`src/rtl/fetch_pkg.sv`:
```
// Shared types for the fetch stage: the BTB entry layout, the 2-bit direction
// counter with its saturating helpers, and the IF/ID bundle.
package fetch_pkg;

  localparam logic [31:0] NOP_INSTR = 32'h0000_0013;

  // Widest tag (a two-entry BTB); narrower tags are zero-extended.
  localparam int TAG_MAX = 29;

  typedef enum logic [1:0] {
    STRONG_NT = 2'b00,
    WEAK_NT   = 2'b01,
    WEAK_T    = 2'b10,
    STRONG_T  = 2'b11
  } ctr_t;

  typedef struct packed {
    logic               valid;
    logic [TAG_MAX-1:0] tag;
    logic [31:0]        target;
    ctr_t               ctr;
  } btb_entry_t;

  typedef struct packed {
    logic [31:0] instr;
    logic [31:0] pc;
    logic [31:0] pc_plus4;
    logic        pred_taken;
    logic [31:0] pred_pc;
    logic        valid;
  } ifid_t;

  function automatic ctr_t ctr_inc(input ctr_t c);
    return (c == STRONG_T) ? STRONG_T : ctr_t'(c + 2'd1);
  endfunction

  function automatic ctr_t ctr_dec(input ctr_t c);
    return (c == STRONG_NT) ? STRONG_NT : ctr_t'(c - 2'd1);
  endfunction

endpackage

```
`src/rtl/fetch_btb.sv`:
```
// Direct-mapped branch target buffer: combinational lookup on the fetch PC,
// posedge update from the execute stage's resolved branch.
module fetch_btb
  import fetch_pkg::*;
#(
  parameter int BTB_ENTRIES = 16
) (
  input  logic        clk,
  input  logic        rst,
  input  logic [31:0] pc_f,
  output logic        pred_taken_f,
  output logic [31:0] pred_target_f,
  input  logic        bp_update_e,
  input  logic [31:0] bp_pc_e,
  input  logic        bp_taken_e,
  input  logic [31:0] bp_target_e
);

  localparam int IW = $clog2(BTB_ENTRIES);

  btb_entry_t btb_q [BTB_ENTRIES];

  logic [IW-1:0]      look_idx;
  logic [TAG_MAX-1:0] look_tag;
  btb_entry_t         look_entry;
  logic [IW-1:0]      upd_idx;
  logic [TAG_MAX-1:0] upd_tag;
  btb_entry_t         upd_entry;
  btb_entry_t         wr_entry_d;
  logic               wr_en;
  logic               unused_lo;

  assign unused_lo = ^{pc_f[1:0], bp_pc_e[1:0]};

  // Lookup reads the array before this cycle's update lands.
  always_comb begin
    look_idx      = pc_f[IW+1:2];
    look_tag      = TAG_MAX'(pc_f[31:IW+2]);
    look_entry    = btb_q[look_idx];
    pred_taken_f  = look_entry.valid && (look_entry.tag == look_tag) && look_entry.ctr[1];
    pred_target_f = pred_taken_f ? look_entry.target : pc_f + 32'd4;
  end

  // NOTE: every variable gets a default before the if-chain so no path can
  // leave it unassigned and infer a latch.
  always_comb begin
    upd_idx    = bp_pc_e[IW+1:2];
    upd_tag    = TAG_MAX'(bp_pc_e[31:IW+2]);
    upd_entry  = btb_q[upd_idx];
    wr_entry_d = upd_entry;
    wr_en      = 1'b0;
    if (bp_update_e) begin
      if (upd_entry.valid && (upd_entry.tag == upd_tag)) begin
        wr_en = 1'b1;
        if (bp_taken_e) begin
          wr_entry_d.ctr    = ctr_inc(upd_entry.ctr);
          wr_entry_d.target = bp_target_e;
        end else begin
          wr_entry_d.ctr = ctr_dec(upd_entry.ctr);
        end
      end else if (bp_taken_e) begin
        wr_en      = 1'b1;
        wr_entry_d = '{valid: 1'b1, tag: upd_tag, target: bp_target_e, ctr: WEAK_T};
      end
    end
  end

  // NOTE: only the valid bits are reset; tag/target/ctr are never read while
  // valid is low, so the payload RAM needs no reset. Non-blocking assignments
  // keep the lookup above seeing pre-update contents.
  always_ff @(posedge clk) begin
    if (!rst) begin
      for (int i = 0; i < BTB_ENTRIES; i++) btb_q[i].valid <= 1'b0;
    end else if (wr_en) begin
      btb_q[upd_idx] <= wr_entry_d;
    end
  end

endmodule

```
`src/rtl/fetch_stage.sv`:
```
// Fetch stage: PC register, optional BTB predictor and IF/ID register.
// Define FETCH_BPRED_EN to build the BTB; otherwise fetch is always sequential.
module fetch_stage
  import fetch_pkg::*;
#(
  parameter logic [31:0] RESET_PC    = 32'h0000_0000,
  parameter int          BTB_ENTRIES = 16,
  parameter logic [31:0] NOP_INSTR   = fetch_pkg::NOP_INSTR
) (
  input  logic        clk,
  input  logic        rst,
  input  logic [31:0] instr_f,
  output logic [31:0] pc_f,
  input  logic        stall_f,
  input  logic        stall_d,
  input  logic        flush_d,
  input  logic        redirect_e,
  input  logic [31:0] redirect_pc_e,
  input  logic        bp_update_e,
  input  logic [31:0] bp_pc_e,
  input  logic        bp_taken_e,
  input  logic [31:0] bp_target_e,
  output logic [31:0] instr_d,
  output logic [31:0] pc_d,
  output logic [31:0] pc_plus4_d,
  output logic        pred_taken_d,
  output logic [31:0] pred_pc_d,
  output logic        valid_d
);

  localparam ifid_t IFID_BUBBLE = '{instr: NOP_INSTR, pc: '0, pc_plus4: '0,
                                    pred_taken: 1'b0, pred_pc: '0, valid: 1'b0};

  logic [31:0] fetch_pc_q, fetch_pc_d;
  logic [31:0] pc_plus4_f;
  logic        pred_taken_f;
  logic [31:0] pred_target_f;
  ifid_t       ifid_q, ifid_d;

  assign pc_plus4_f = fetch_pc_q + 32'd4;

`ifdef FETCH_BPRED_EN
  fetch_btb #(
    .BTB_ENTRIES(BTB_ENTRIES)
  ) u_btb (
    .clk          (clk),
    .rst          (rst),
    .pc_f         (fetch_pc_q),
    .pred_taken_f (pred_taken_f),
    .pred_target_f(pred_target_f),
    .bp_update_e  (bp_update_e),
    .bp_pc_e      (bp_pc_e),
    .bp_taken_e   (bp_taken_e),
    .bp_target_e  (bp_target_e)
  );
`else
  logic unused_bp;
  assign unused_bp     = ^{bp_update_e, bp_pc_e, bp_taken_e, bp_target_e, BTB_ENTRIES[0]};
  assign pred_taken_f  = 1'b0;
  assign pred_target_f = pc_plus4_f;
`endif

  // A redirect corrects the PC even while fetch is stalled.
  always_comb begin
    fetch_pc_d = fetch_pc_q;
    if (redirect_e) begin
      fetch_pc_d = redirect_pc_e;
    end else if (!stall_f) begin
      fetch_pc_d = pred_taken_f ? pred_target_f : pc_plus4_f;
    end
  end

  always_comb begin
    ifid_d = ifid_q;
    if (flush_d || redirect_e) begin
      ifid_d = IFID_BUBBLE;
    end else if (!stall_d) begin
      ifid_d = '{instr: instr_f, pc: fetch_pc_q, pc_plus4: pc_plus4_f,
                 pred_taken: pred_taken_f, pred_pc: pred_target_f, valid: 1'b1};
    end
  end

  always_ff @(posedge clk) begin
    if (!rst) begin
      fetch_pc_q <= RESET_PC;
      ifid_q     <= IFID_BUBBLE;
    end else begin
      fetch_pc_q <= fetch_pc_d;
      ifid_q     <= ifid_d;
    end
  end

  assign pc_f         = fetch_pc_q;
  assign instr_d      = ifid_q.instr;
  assign pc_d         = ifid_q.pc;
  assign pc_plus4_d   = ifid_q.pc_plus4;
  assign pred_taken_d = ifid_q.pred_taken;
  assign pred_pc_d    = ifid_q.pred_pc;
  assign valid_d      = ifid_q.valid;

endmodule

```
`config.mk`:
```
export PLATFORM = sky130hd
export DESIGN_NAME = fetch_stage
export DESIGN_NICKNAME = d
export VERILOG_FILES = /design/src/rtl/fetch_pkg.sv /design/src/rtl/fetch_btb.sv /design/src/rtl/fetch_stage.sv
export SDC_FILE = /design/constraint.sdc
export NUM_CORES = 1
export LEC_CHECK = 0
export BUFFER_PORTS_ARGS = -buffer_cell sky130_fd_sc_hd__buf_2
export CAP_MARGIN = 25
export CORE_MARGIN = 2
export CORE_UTILIZATION = 44
export CTS_CLUSTER_DIAMETER = 80
export DETAILED_ROUTE_END_ITERATION = 12
export PLACE_DENSITY = 0.88
export RECOVER_POWER = 100
export SYNTH_ARGS = -nofsm -noshare
export SYNTH_HDL_FRONTEND = slang
export SYNTH_SLANG_ARGS = --single-unit
```
`constraint.sdc`:
```
create_clock -name clk -period 2.95 [get_ports clk]
set_input_delay 0.1475 -clock clk [delete_from_list [all_inputs] [get_ports clk]]
set_output_delay 0.1475 -clock clk [all_outputs]
set_load 0.03 [all_outputs]
```
==> impl_metrics.py <==
metrics = {
    "timing": {
        "fin_hold_ws_ps": -12.21,
        "timing.final.setup_violations": 0,
        "rsz_0062_raised_after_global_routing": "no",
        "worst-slew-pin-transition_ps": 1578,
        "period_share_pct": 87.48,
        "layout_setup_ws_ps": 369.5,
        "finalMaxSlewViolations": 52,
        "timing.fmax_ghz": 0.3875,
        "finalHoldViolCount": 1,
        "relSlewSlack_pct": -5.230,
        "finClkSkew_ps": 11.71,
        "final_period_minus_worst_setup_slack_ps": 2581,
        "tns_ps": 0,
    },
    "cts": {
        "cts_root_buffer": "clkbuf_16",
        "cts_tree": "done",
        "insertion_delay_ps": 420,
        "clock_pin_slew_on_the_worst_setup_and_hold_paths_ps": 60,
        "clock_path_buffers": 2,
        "htree_num_levels": 4,
        "cts_buffers": 17,
        "cts_post_setup_buffers_inserted": 0,
        "cts.sinks": 127,
    },
    "power": {
        "clkPwrFrac_pct": 47.4,
        "switchingPower_mw": 1.102,
        "swShare_pct": 24.76,
        "p_comb_share_pct": 11.1,
        "power.density_cell_area_nw_per_um2": 601.4,
        "power.ir.vdd_worst_mv": 0.3822,
        "static-leakage-power_nw": 2.849,
        "fin_total_pwr_mw": 4.451,
        "power.share.sequential_pct": 41.5,
        "power_report.internal_total_mw": 3.349,
    },
    "yosys": {
        "ys_flop_type": "dfxtp_1",
        "netlist_instances": 633,
        "synthDistinctLibCells": 36,
        "ys_ff_latch": 127,
        "synthesized_net_count": 770,
        "synth.top_cell.area_share_pct": 45.00,
        "synth-edff-count": 0,
        "post-synth-top-count-cell": "dfxtp_1",
        "average_cell_area_after_synthesis_um2": 8.926,
        "synth.top_cells.by_area": "dfxtp_1 (45%), mux2i_1 (12%), nor2_1 (5.6%)",
        "synth-warning-count": 0,
        "async_reset_ff_share_pct": 0,
        "synth_area_leader": "dfxtp_1",
        "netlist_area_before_placement_um2": 5650,
        "synth_seq_area_share_pct": 45.00,
        "synth_commonest_cells": "dfxtp_1 (127), nor2_1 (84), mux2i_1 (70)",
    },
    "critical_path": {
        "crit_slowest_cell": "or4_4",
        "crit_top_cell": "or3_1",
        "critical_path.startpoint_type": "flop",
        "max_stage_delay_ps": 600,
        "timing.critical_path.fanout_max": 13,
        "timing.critical_path.cells": "nand4_1, or3_1, or4_4, or3_1, a31oi_1",
        "critical_path.endpoint_type": "flop",
        "required_ps": 3290,
        "timing_worst_setup_path_type": "flop to flop",
        "worst-endpoint-arrival_ps": 2920,
        "critPathTopFamily": "simple AND/OR/NAND/NOR gates",
        "cp.buffers_inverters": 0,
    },
    "floorplanning": {
        "core.rowCount": 41,
        "core_area_um2": 12570,
        "floorplan.initialDensity_pct": 44.96,
        "design.die.area_um2": 13760,
        "chipWidth_um": 117.3,
        "fp.dieH_um": 117.3,
        "io_pins": 298,
    },
    "route": {
        "drt_wl_total_um": 15790,
        "route.antenna.remaining_nets": 0,
        "post_drt_wl_per_cell_um": 15.33,
        "detailed_route_via_count": 5189,
        "route.detailed.drc": 0,
        "drt_iter0_markers": 275,
        "via_per_inst": 5.038,
        "detailed_routing_iteration_count_for_the_pre_antenna_repair_pass": 6,
    },
    "final_layout": {
        "drive_above_1_share_pct": 12.14,
        "final.fill_count": 1164,
        "number_of_nets_at_the_end_of_the_flow": 983,
        "ff_latch_area_um2": 2542,
        "layout-area-overhead-vs-synth_pct": 30.98,
        "multi_input_comb_area_um2": 2618,
    },
    "global_route": {
        "grt_util_met3_pct": 5.885,
        "grt_pass1_vias": 4880,
        "grt_pass1_wl_um": 24870,
        "globalRouteMet2Util_pct": 38.93,
        "grt_overflow_total": 0,
        "globalRouteMet1Util_pct": 26.16,
        "globalRouteTotalUtil_pct": 22.40,
        "grt_antenna_before_repair": 1,
        "grt_max_degree": 69,
        "grt-busiest-layer": "met2",
    },
    "place": {
        "detail_placement_hpwl_um": 10200,
        "routabilityCongestion": 0.8336,
        "dp_worst_setup_slack_ps": 557.7,
        "port-buffer-count": 230,
    },
    "job": {
        "max-cap-violations": 1,
    },
    "outcome": {
        "failed_checks": "hold timing, capacitance limit, slew limit",
        "result_of_the_run": "complete, but fails checks",
    },
    "min_path": {
        "type_of_the_most_critical_hold_path": "primary input to flop",
    },
}
final cells by class:
class / instances / area share (%)
antenna: 1 / 0.03381
sequential: 127 / 34.35
multi-input combinational: 416 / 35.37
timing repair buffer: 282 / 19.26
inverter: 2 / 0.1014
tap: 172 / 2.908
clock inverter: 5 / 1.420
clock buffer: 25 / 6.560
cells in the final DEF (no fill, tap or decap), types with 10 or more instances in the layout:
| cell | count |
|---|---|
| dfxtp_1 | 127 |
| a21oi_1 | 48 |
| buf_2 | 67 |
| dlygate4sd3_1 | 41 |
| nor2_1 | 84 |
| xor2_1 | 18 |
| mux2i_1 | 70 |
| nor4_1 | 10 |
| xnor2_1 | 35 |
| clkbuf_16 | 17 |
| nand2_1 | 25 |
| nand3_1 | 10 |
| nand4_1 | 14 |
| nor3_1 | 13 |
| o21ai_0 | 51 |
| clkbuf_1 | 170 |
sequential cells by signal, summed over array words and instances (netlist names):
name,cells
pc_f,32
instr_d,32
pred_pc_d,30
valid_d,1
pc_d,32
timing repair:
action                                 CTS  global route
endpoints found under the hold margin   41             0
resized for setup                        0             0
hold buffers                            41             0
worst reg2reg max path, stage by stage, from the launching register on:
cell and delay (ps):
dfxtp_1 510, nand4_1 310, or3_1 590, or4_4 600, or3_1 320, a31oi_1 160
power by group through the flow:
stage                     clock network [mW]  registers [mW]  logic (mW)
after floorplan                            0            1.94       0.261
after global placement                     0            1.88       0.456
after detailed placement                   0            1.88       0.462
after CTS                               2.14            1.85       0.509
after global routing                    2.22            1.86       0.534
final                                   2.11            1.85       0.496
metal layers:
layer	up-vias	share of wire [%]
met2	188	50
li1	2543	-
met1	2421	42
met4	0	2.4
met5	-	0
met3	37	5.7
cell families after synthesis:
family | share of synthesized area [%]
AO/OA/AOI/OAI | 9.832
XOR/XNOR | 8.215
adder cells (fa/ha/maj) | 0.2214
buffers and inverters | 8.525
flip-flops | 45.00
multiplexers | 12.40
other | 0.06637
AND/OR/NAND/NOR | 15.74
per-stage QoR:
step / util, % / std cells / cell area, µm² / hold slack (ps)
3_5_place_dp: 52.75 / 958 / 6630 / 362.8
4_1_cts: 60.72 / 1029 / 7631 / 0.1395
2_1_floorplan: - / 633 / 5650 / 272.6
6_report: 58.89 / 1030 / 7401 / -12.21
5_1_grt: 58.87 / 1029 / 7398 / 4.213
3_3_place_gp: 52.75 / 958 / 6630 / 361.7
path summary, 6_finish.rpt:
kind,slack (ps),depth (start not counted),endpoint,startpoint
worst min-delay path,-10,3,instr_d[27],instr_f[27]
worst min register to register,450,1,valid_d,valid_d
worst max register to register,370,5,pc_f[29],pc_f[4]
worst max-delay path,370,5,pc_f[29],pc_f[4]
No activity file was read; power rests on OpenSTA's default activity.
